**src/rtl/xgriscv_run_ctrl.sv**
```systemverilog
// Run/halt sequencer for the xgriscv_sc core: streams a program into imem,
// holds the core in reset, lets it run, and reports how the run ended.
module xgriscv_run_ctrl #(
    parameter int                  ADDR_SIZE  = 32,
    parameter int                  IMEM_AW    = 8,
    parameter logic [ADDR_SIZE-1:0] HALT_PC   = 32'h80000078,
    parameter int                  MAX_CYCLES = 100,
    parameter int                  RESET_HOLD = 2
) (
    input  logic                 clk,
    input  logic                 rstn,
    input  logic                 start,
    input  logic                 abort,
    input  logic                 ld_valid,
    input  logic [ADDR_SIZE-1:0] ld_data,
    input  logic                 ld_last,
    output logic                 ld_ready,
    output logic                 imem_we,
    output logic [IMEM_AW-1:0]   imem_waddr,
    output logic [ADDR_SIZE-1:0] imem_wdata,
    output logic                 cpu_rstn,
    input  logic [ADDR_SIZE-1:0] cpu_pc,
    output logic                 busy,
    output logic                 done,
    output logic                 timeout,
    output logic                 ovf,
    output logic [ADDR_SIZE-1:0] final_pc,
    output logic [31:0]          cycle_count
);

    localparam logic [2:0] S_IDLE = 3'd0;
    localparam logic [2:0] S_LOAD = 3'd1;
    localparam logic [2:0] S_HOLD = 3'd2;
    localparam logic [2:0] S_RUN  = 3'd3;
    localparam logic [2:0] S_HALT = 3'd4;

    localparam int                 HOLD_W   = (RESET_HOLD > 1) ? $clog2(RESET_HOLD) : 1;
    localparam logic [HOLD_W-1:0]  HOLD_INIT = HOLD_W'(RESET_HOLD - 1);
    localparam logic [IMEM_AW-1:0] WCNT_MAX  = '1;
    localparam logic [31:0]        CYC_LIMIT = 32'(MAX_CYCLES);

    logic [2:0]           state_q, state_d;
    logic [IMEM_AW-1:0]   wcnt_q, wcnt_d;
    logic [HOLD_W-1:0]    hcnt_q, hcnt_d;
    logic                 done_q, done_d;
    logic                 timeout_q, timeout_d;
    logic                 ovf_q, ovf_d;
    logic [ADDR_SIZE-1:0] final_pc_q, final_pc_d;
    logic [31:0]          cyc_q, cyc_d;

    assign ld_ready   = (state_q == S_LOAD);
    assign imem_we    = ld_ready && ld_valid;
    assign imem_waddr = wcnt_q;
    assign imem_wdata = imem_we ? ld_data : '0;
    assign cpu_rstn   = (state_q == S_RUN);
    assign busy       = (state_q == S_LOAD) || (state_q == S_HOLD) || (state_q == S_RUN);

    assign done        = done_q;
    assign timeout     = timeout_q;
    assign ovf         = ovf_q;
    assign final_pc    = final_pc_q;
    assign cycle_count = cyc_q;

    always_comb begin
        // NOTE: every next-state signal gets a default first so no path infers a latch.
        state_d    = state_q;
        wcnt_d     = wcnt_q;
        hcnt_d     = hcnt_q;
        done_d     = done_q;
        timeout_d  = timeout_q;
        ovf_d      = ovf_q;
        final_pc_d = final_pc_q;
        cyc_d      = cyc_q;

        if (abort) begin
            state_d = S_IDLE;
        end else begin
            case (state_q)
                S_IDLE, S_HALT: begin
                    if (start) begin
                        done_d     = 1'b0;
                        timeout_d  = 1'b0;
                        ovf_d      = 1'b0;
                        cyc_d      = '0;
                        final_pc_d = '0;
                        wcnt_d     = '0;
                        state_d    = S_LOAD;
                    end
                end
                S_LOAD: begin
                    if (ld_valid) begin
                        // The word counter saturates at the top address instead of wrapping.
                        if (wcnt_q != WCNT_MAX) begin
                            wcnt_d = wcnt_q + 1'b1;
                        end
                        if (ld_last) begin
                            hcnt_d  = HOLD_INIT;
                            state_d = S_HOLD;
                        end else if (wcnt_q == WCNT_MAX) begin
                            ovf_d      = 1'b1;
                            final_pc_d = '0;
                            state_d    = S_HALT;
                        end
                    end
                end
                S_HOLD: begin
                    if (hcnt_q == '0) begin
                        state_d = S_RUN;
                    end else begin
                        hcnt_d = hcnt_q - 1'b1;
                    end
                end
                S_RUN: begin
                    cyc_d = cyc_q + 32'd1;
                    if (cpu_pc == HALT_PC) begin
                        done_d     = 1'b1;
                        final_pc_d = cpu_pc;
                        state_d    = S_HALT;
                    end else if (cyc_q + 32'd1 == CYC_LIMIT) begin
                        timeout_d  = 1'b1;
                        final_pc_d = cpu_pc;
                        state_d    = S_HALT;
                    end
                end
                default: state_d = S_IDLE;
            endcase
        end
    end

    always_ff @(posedge clk or negedge rstn) begin
        if (!rstn) begin
            state_q    <= S_IDLE;
            wcnt_q     <= '0;
            hcnt_q     <= '0;
            done_q     <= 1'b0;
            timeout_q  <= 1'b0;
            ovf_q      <= 1'b0;
            final_pc_q <= '0;
            cyc_q      <= '0;
        end else begin
            // NOTE: non-blocking assignments so every register samples the pre-edge values.
            state_q    <= state_d;
            wcnt_q     <= wcnt_d;
            hcnt_q     <= hcnt_d;
            done_q     <= done_d;
            timeout_q  <= timeout_d;
            ovf_q      <= ovf_d;
            final_pc_q <= final_pc_d;
            cyc_q      <= cyc_d;
        end
    end

endmodule

```
**config.mk**
```make
export PLATFORM = sky130hd
export DESIGN_NAME = xgriscv_run_ctrl
export DESIGN_NICKNAME = d
export VERILOG_FILES = /design/src/rtl/xgriscv_run_ctrl.sv
export SDC_FILE = /design/constraint.sdc
export NUM_CORES = 1
export LEC_CHECK = 0
export CAP_MARGIN = 10
export CORE_MARGIN = 2
export CORE_UTILIZATION = 35
export CTS_CLUSTER_DIAMETER = 80
export DETAILED_ROUTE_END_ITERATION = 10
export PLACE_DENSITY = 0.72
export SLEW_MARGIN = 20
export SYNTH_ARGS = -nofsm -noshare
export SYNTH_HDL_FRONTEND = slang
export SYNTH_SLANG_ARGS = --single-unit
export TNS_END_PERCENT = 100
```
**constraint.sdc**
```tcl
create_clock -name clk -period 2.77 [get_ports clk]
set_input_delay 0.277 -clock clk [delete_from_list [all_inputs] [get_ports clk]]
set_output_delay 0.277 -clock clk [all_outputs]
set_load 0.005 [all_outputs]
```
==> impl_metrics.tcl, run 1 <==
set metrics [dict create \
    dieWidth_um 120 \
    hold_viol 10 \
    grt_pass1_wl_um 27500 \
    drc_errors 0 \
    relSlewSlack_pct 51.7 \
    wl_um 17400 \
    outcome "finished, violations left" \
    crit_chain "buf_4 > nand3_1 > or4_4 > nor4_4 > nor3_1 > o211ai_1 > nor4_4 > buf_6 > buf_8 > buf_12 > and3_1 > a211o_1" \
    cp_top_family "simple AND/OR/NAND/NOR gates" \
    rsz0062_at_grt "yes" \
    cts_buffer_depth 2 \
    maxCapViolations 0 \
    drt_iter0_markers 428 \
    place.detailed.hpwl_um 12400 \
    setup_viol 0 \
    critical_path.startpoint_type "register" \
    final_nets 851 \
    start_util_pct 35.8 \
    io-pin-count 181 \
    whs_ns -0.0376 \
    critical_path_class "reg2reg" \
    rows 42 \
    via_per_inst 5.64 \
    p_per_area_nw_per_um2 416 \
    fillers 1157 \
    postSynth.asyncResetShare_pct 100 \
    antenna_found_initial 0 \
    track_usage_pct 23.6 \
    hold_path_class "in2async" \
    syn_nets 608 \
    syn2layout_area_growth_pct 66.1 \
    irDropWorstVdd_mv 0.302 \
    clkTransAtPathRegs_ns 0.07 \
    crit_fanout 8 \
    io_buffers 180 \
    post-route-min-period_ns 2.77 \
    cts_made_buffers 9 \
    p_leak_nw 3.48 \
    crit_path_end_kind "register" \
    dieArea_um2 14500 \
    synth_edf_count 0 \
    layout-drive-gt1-share_pct 19.5 \
    wl_per_cell_um 18.1 \
    cp_common_cell "nor4_4" \
    syn-cell-area_um2 4740 \
    syn_inst 535 \
    worstMarginPinSlew_ns 0.725 \
    finClkSkew_ns 0.00920 \
    htreeDepth 3 \
    grt_pass1_vias 5302 \
    synth_flop_cell "dfrtp_1" \
    clock.fmax_mhz 361 \
    drt_first_pass_iters 6 \
    setup_tns_ns 0 \
    violations "negative hold slack" \
    place.gp.congestion 0.895 \
    yosysWarnings 0 \
    fp.dieH_um 120 \
    ys_seq_area_share_pct 41.7 \
    dr_total_vias 5404 \
    grt-ovfl-total 0 \
    coreArea_um2 13200 \
    crit_slowest_cell "or4_4" \
    slowest_delay_ns 0.51 \
    cts_tree "yes" \
    p_total_mw 3.27 \
    drt.antenna.violating_nets 0 \
    ctsHoldBuffers 0 \
    arrival_ns 3.00 \
    ys_ff_latch 79 \
    cts.sinks 79 \
    cts-root-buf "clkbuf_16" \
    synth.distinct_cells 60 \
    finalCritPeriodShare_pct 100 \
    grt_max_degree 55 \
    slew_viol_final 0 \
    worstPathRequired_ns 3.00 \
    n_antenna_cell 0 \
    postSynthAreaPerCell_um2 8.85 \
    clk_latency_ns 0.35 \
    worst-path-buf-inv 4 \
]
final timing paths:
| path | cells past startpoint | slack, ns | startpoint | to |
|---|---|---|---|---|
| hold reg to reg | 1 | 0.49 | final_pc[6] | final_pc[6] |
| hold / removal | 1 | -0.04 | rstn | cycle_count[7] |
| max in group asynchronous | 2 | 2.08 | rstn | cycle_count[10] |
| min in group clk | 1 | 0.49 | final_pc[6] | final_pc[6] |
| setup reg to reg | 12 | 0.001 | cycle_count[1] | final_pc[4] |
| setup / recovery | 12 | 0.001 | cycle_count[1] | final_pc[4] |
cell usage after synthesis, drive strengths merged (2+ instances only):
master   n  area [µm²]
nor3     8        40.0
nand3   19        95.1
and3    45         282
nand3b   3        22.5
nor4b    2        17.5
o211ai   2        15.0
nor2b    7        43.8
nand4   24         163
nand2   43         161
nor2    38         143
a21oi   15        75.1
nor3b    2        15.0
a31oi    8        50.1
o31a     2        17.5
dfrtp   79        1980
inv      7        26.3
or2      2        12.5
a311oi   2        17.5
xor2    10        87.6
and2     3        18.8
a21o     2        15.0
a211oi   4        30.0
mux2i    2        20.0
nand2b   4        25.0
or4      2        15.0
and4     5        43.8
buf     14        71.3
o41ai    2        17.5
a211o    7        61.3
o22ai    2        12.5
clkbuf  37         140
nor4    24         208
o31ai    7        52.6
or3      4        25.0
ha       3        37.5
a32o    28         280
o21ai   52         264
report_power, final:
part | total (mW) | internal (mW) | leakage [nW] | switching (mW)
clock | 1.23 | 0.711 | 0.148 | 0.522
combinational | 0.803 | 0.428 | 2.24 | 0.375
sequential | 1.24 | 1.19 | 1.09 | 0.0488
repair_timing:
item / CTS / global route
pin swaps: 8 / 12
cloned: 2 / 2
endpoints found under the hold margin: 0 / 0
gates resized for setup: 15 / 17
endpoints found under the setup margin: 65 / 70
setup buffers: 23 / 5
area by class of cell:
cell class                      instances  area [µm²]  area share [%]
Tap cell                              176         220            2.80
Timing Repair Buffer                  282        2680            34.1
Multi-Input combinational cell        399        2650            33.7
Inverter                                7        26.3           0.334
Clock inverter                          7        80.1            1.02
Sequential cell                        79        1980            25.2
Clock buffer                            9         225            2.86
through the flow:
step / hold slack [ns] / std cells / util (%) / setup WS [ns] / area [µm²]
final: -0.0376 / 959 / 59.4 / 0.00126 / 7870
after global routing: 0.0405 / 959 / 59.4 / -0.121 / 7870
after CTS: 0.00565 / 955 / 58.7 / 0.00396 / 7780
after detailed placement: 0.376 / 914 / 54.1 / -0.0579 / 7170
after global placement: 0.371 / 914 / 54.1 / 0.0367 / 7170
after floorplan: -0.0186 / 535 / - / 0.00857 / 4770
kinds of logic after synthesis:
| logic type | Yosys count | synth area share, % |
|---|---|---|
| flops | 79 | 41.7 |
| simple gates | 237 | 28.5 |
| xor+xnor | 11 | 2.03 |
| buf+inv | 58 | 5.02 |
| mux | 3 | 0.661 |
| fa+ha+maj | 3 | 0.793 |
| compound gates | 144 | 21.3 |
routing by layer:
layer	vias to the layer above	global-route usage (%)	part of all wire [%]
met1	2637	30.3	42
met2	217	40.1	50
li1	2529	-	-
met5	-	0	0
met4	0	6.83	1.4
met3	21	5.14	6.5
flip-flops by register name (all words and copies together) (netlist names):
signal	cells
imem_waddr	8
ovf	1
done	1
timeout	1
hcnt_q	1
state_q	3
cycle_count	32
final_pc	32
cells in the final DEF, fill, tap and decap left out, types with 6 or more instances in the layout:
cell               n
clkdlybuf4s50_1  179
buf_4             89
dfrtp_1           74
o21ai_0           48
and3_1            44
nand2_1           43
nor2_1            37
a32o_1            28
nand4_1           22
nand3_1           17
nor4_1            15
a21oi_1           15
xor2_1             9
clkbuf_16          9
a31oi_1            8
inv_1              7
nor3_1             7
a211o_1            7
buf_6              7
o31ai_1            6
No activity file was read; power rests on OpenSTA's default activity.
==> run 2, diff against run 1 <==
==> constraint.sdc (replaced) <==
create_clock -name clk -period 2.77 [get_ports clk]
set_input_delay 0.554 -clock clk [delete_from_list [all_inputs] [get_ports clk]]
set_output_delay 0.554 -clock clk [all_outputs]
set_load 0.005 [all_outputs]
==> impl_metrics.tcl, run 2 (same netlist as run 1, synthesis figures left out) <==
set metrics [dict create \
    outcome "finished, violations left" \
    violations "negative setup slack" \
    whs_ns 0.297 \
    place.gp.congestion 0.924 \
    layout-drive-gt1-share_pct 20.8 \
    dr_total_vias 5369 \
    crit_slowest_cell "dfrtp_2" \
    crit_path_end_kind "register" \
    syn2layout_area_growth_pct 66.1 \
    reg2reg_to "final_pc[6]" \
    drt_iter0_markers 302 \
    cts.sinks 79 \
    route.met3.wl_um 1110 \
    critical_path_class "reg2reg" \
    rows 42 \
    wl_met1_um 7220 \
    clkTransAtPathRegs_ns 0.07 \
    rsz0062_at_grt "yes" \
    maxCapViolations 0 \
    post-route-min-period_ns 2.80 \
    finalCritPeriodShare_pct 101 \
    cts-root-buf "clkbuf_16" \
    finClkSkew_ns 0.00931 \
    highest_layer "met4" \
    relSlewSlack_pct 42.0 \
    post-place-cells 920 \
    place.detailed.hpwl_um 12100 \
    worstMarginPinSlew_ns 0.869 \
    grt_pass1_wl_um 26700 \
    setup_tns_ns -0.127 \
    cts_tree "yes" \
    final_nets 846 \
    final_common_cell "clkdlybuf4s50_1" \
    wl_um 17400 \
    via_per_inst 5.63 \
    grt-ovfl-total 0 \
    slew_viol_final 0 \
    final_cell_mix "clkdlybuf4s50_1, buf_4, dfrtp_1, o21ai_0, nand2_1" \
    setup_viol 13 \
    htreeDepth 3 \
    irDropWorstVdd_mv 0.329 \
    drc_errors 0 \
    crit_path_start "cycle_count[0]" \
    grt_max_degree 68 \
    place_area_um2 7200 \
    p_leak_nw 3.47 \
    clk_latency_ns 0.35 \
    hold_path_class "in2async" \
    p_per_area_nw_per_um2 406 \
    dieWidth_um 120 \
    worstPathRequired_ns 3.00 \
    fp.dieH_um 120 \
    arrival_ns 3.03 \
    post-route-util_pct 59.4 \
    grt_pass1_vias 5071 \
    design_area_um2 7870 \
    ctsHoldBuffers 0 \
    slowest_delay_ns 0.38 \
    track_usage_pct 22.8 \
    cts_buffer_depth 2 \
    wl_per_cell_um 18.2 \
    antenna_found_initial 0 \
    start_util_pct 35.8 \
    setup_slack_ns -0.0330 \
    final_cells 954 \
    n_antenna_cell 0 \
    clock.fmax_mhz 357 \
    crit_fanout 4 \
    dieArea_um2 14500 \
    critical_path.startpoint_type "register" \
    coreArea_um2 13200 \
    io_buffers 180 \
    fillers 1150 \
    hold_viol 0 \
    r2r-start "cycle_count[0]" \
    drt.antenna.violating_nets 0 \
    wl_met2_um 8760 \
    r2r_cells 13 \
    cp_common_cell "buf_4" \
    drt_first_pass_iters 5 \
    r2r_slack_ns -0.03 \
    io-pin-count 181 \
    crit_chain "buf_6 > nand4_1 > buf_6 > nor4_4 > buf_4 > nand4_1 > xor2_1 > o211ai_1 > nor4_4 > buf_4 > buf_4 > o21ai_2 > a211o_1" \
    cts_made_buffers 9 \
]
## run 2: changes by cell type in the layout (fill, tap and decap cells not counted), moves of 4 or more
cell     previous run  this run
dfrtp_1            74        69
buf_6               7        11
buf_4              89        82
dfrtp_2             5        10
and3_1             44        40
## run 2: timing repair
action	CTS	global route
setup buffers	1	12
pin swaps	1	19
endpoints found under the hold margin	0	0
gates cloned	0	5
endpoints found under the setup margin	18	45
resized for setup	1	47
## run 2: how the worst max path moves through the flow
stage,slack (ns),cells past startpoint,to
finish,-0.03,13,final_pc[6]
global route,-0.17,11,final_pc[6]
CTS,0.005,10,final_pc[31]
detailed placement,-0.02,11,final_pc[29]
global placement,0.03,11,final_pc[0]
floorplan,0.009,11,final_pc[4]
## run 2: report_power, final
group	switching [mW]	leakage, nW	internal, mW
sequential	0.0362	1.08	1.19
clock	0.495	0.131	0.634
combinational	0.393	2.26	0.448
## run 2: area by class of cell
type	instances	area (µm²)	area share, %
Multi-Input combinational cell	399	2720	34.6
Timing Repair Buffer	277	2630	33.4
Sequential cell	79	1990	25.3
Clock buffer	10	239	3.04
Tap cell	176	220	2.80
Clock inverter	6	45.0	0.573
Inverter	7	26.3	0.334
## run 2: stage by stage
stage,total power [mW],setup slack [ns]
floorplan,1.58,0.00857
global placement,2.01,0.0301
detailed placement,2.04,-0.0180
CTS,3.17,0.00494
global route,3.34,-0.172
finish,3.19,-0.0330
## run 2: per-layer routing
| metal | GRT usage [%] | vias to the layer above |
|---|---|---|
| li1 | - | 2510 |
| met3 | 4.72 | 23 |
| met1 | 30.7 | 2622 |
| met4 | 7.41 | 0 |
| met2 | 36.8 | 214 |
| met5 | 0 | - |
## run 2: critical path, delay by kind of cell (launching register included)
kind                      cells  cell delay [ns]
buffers and inverters         5             0.77
and+or+nand+nor               4             0.73
AOI/OAI and AO/OA             3             0.57
DFF                           1             0.38
xor gates and xnor gates      1             0.23
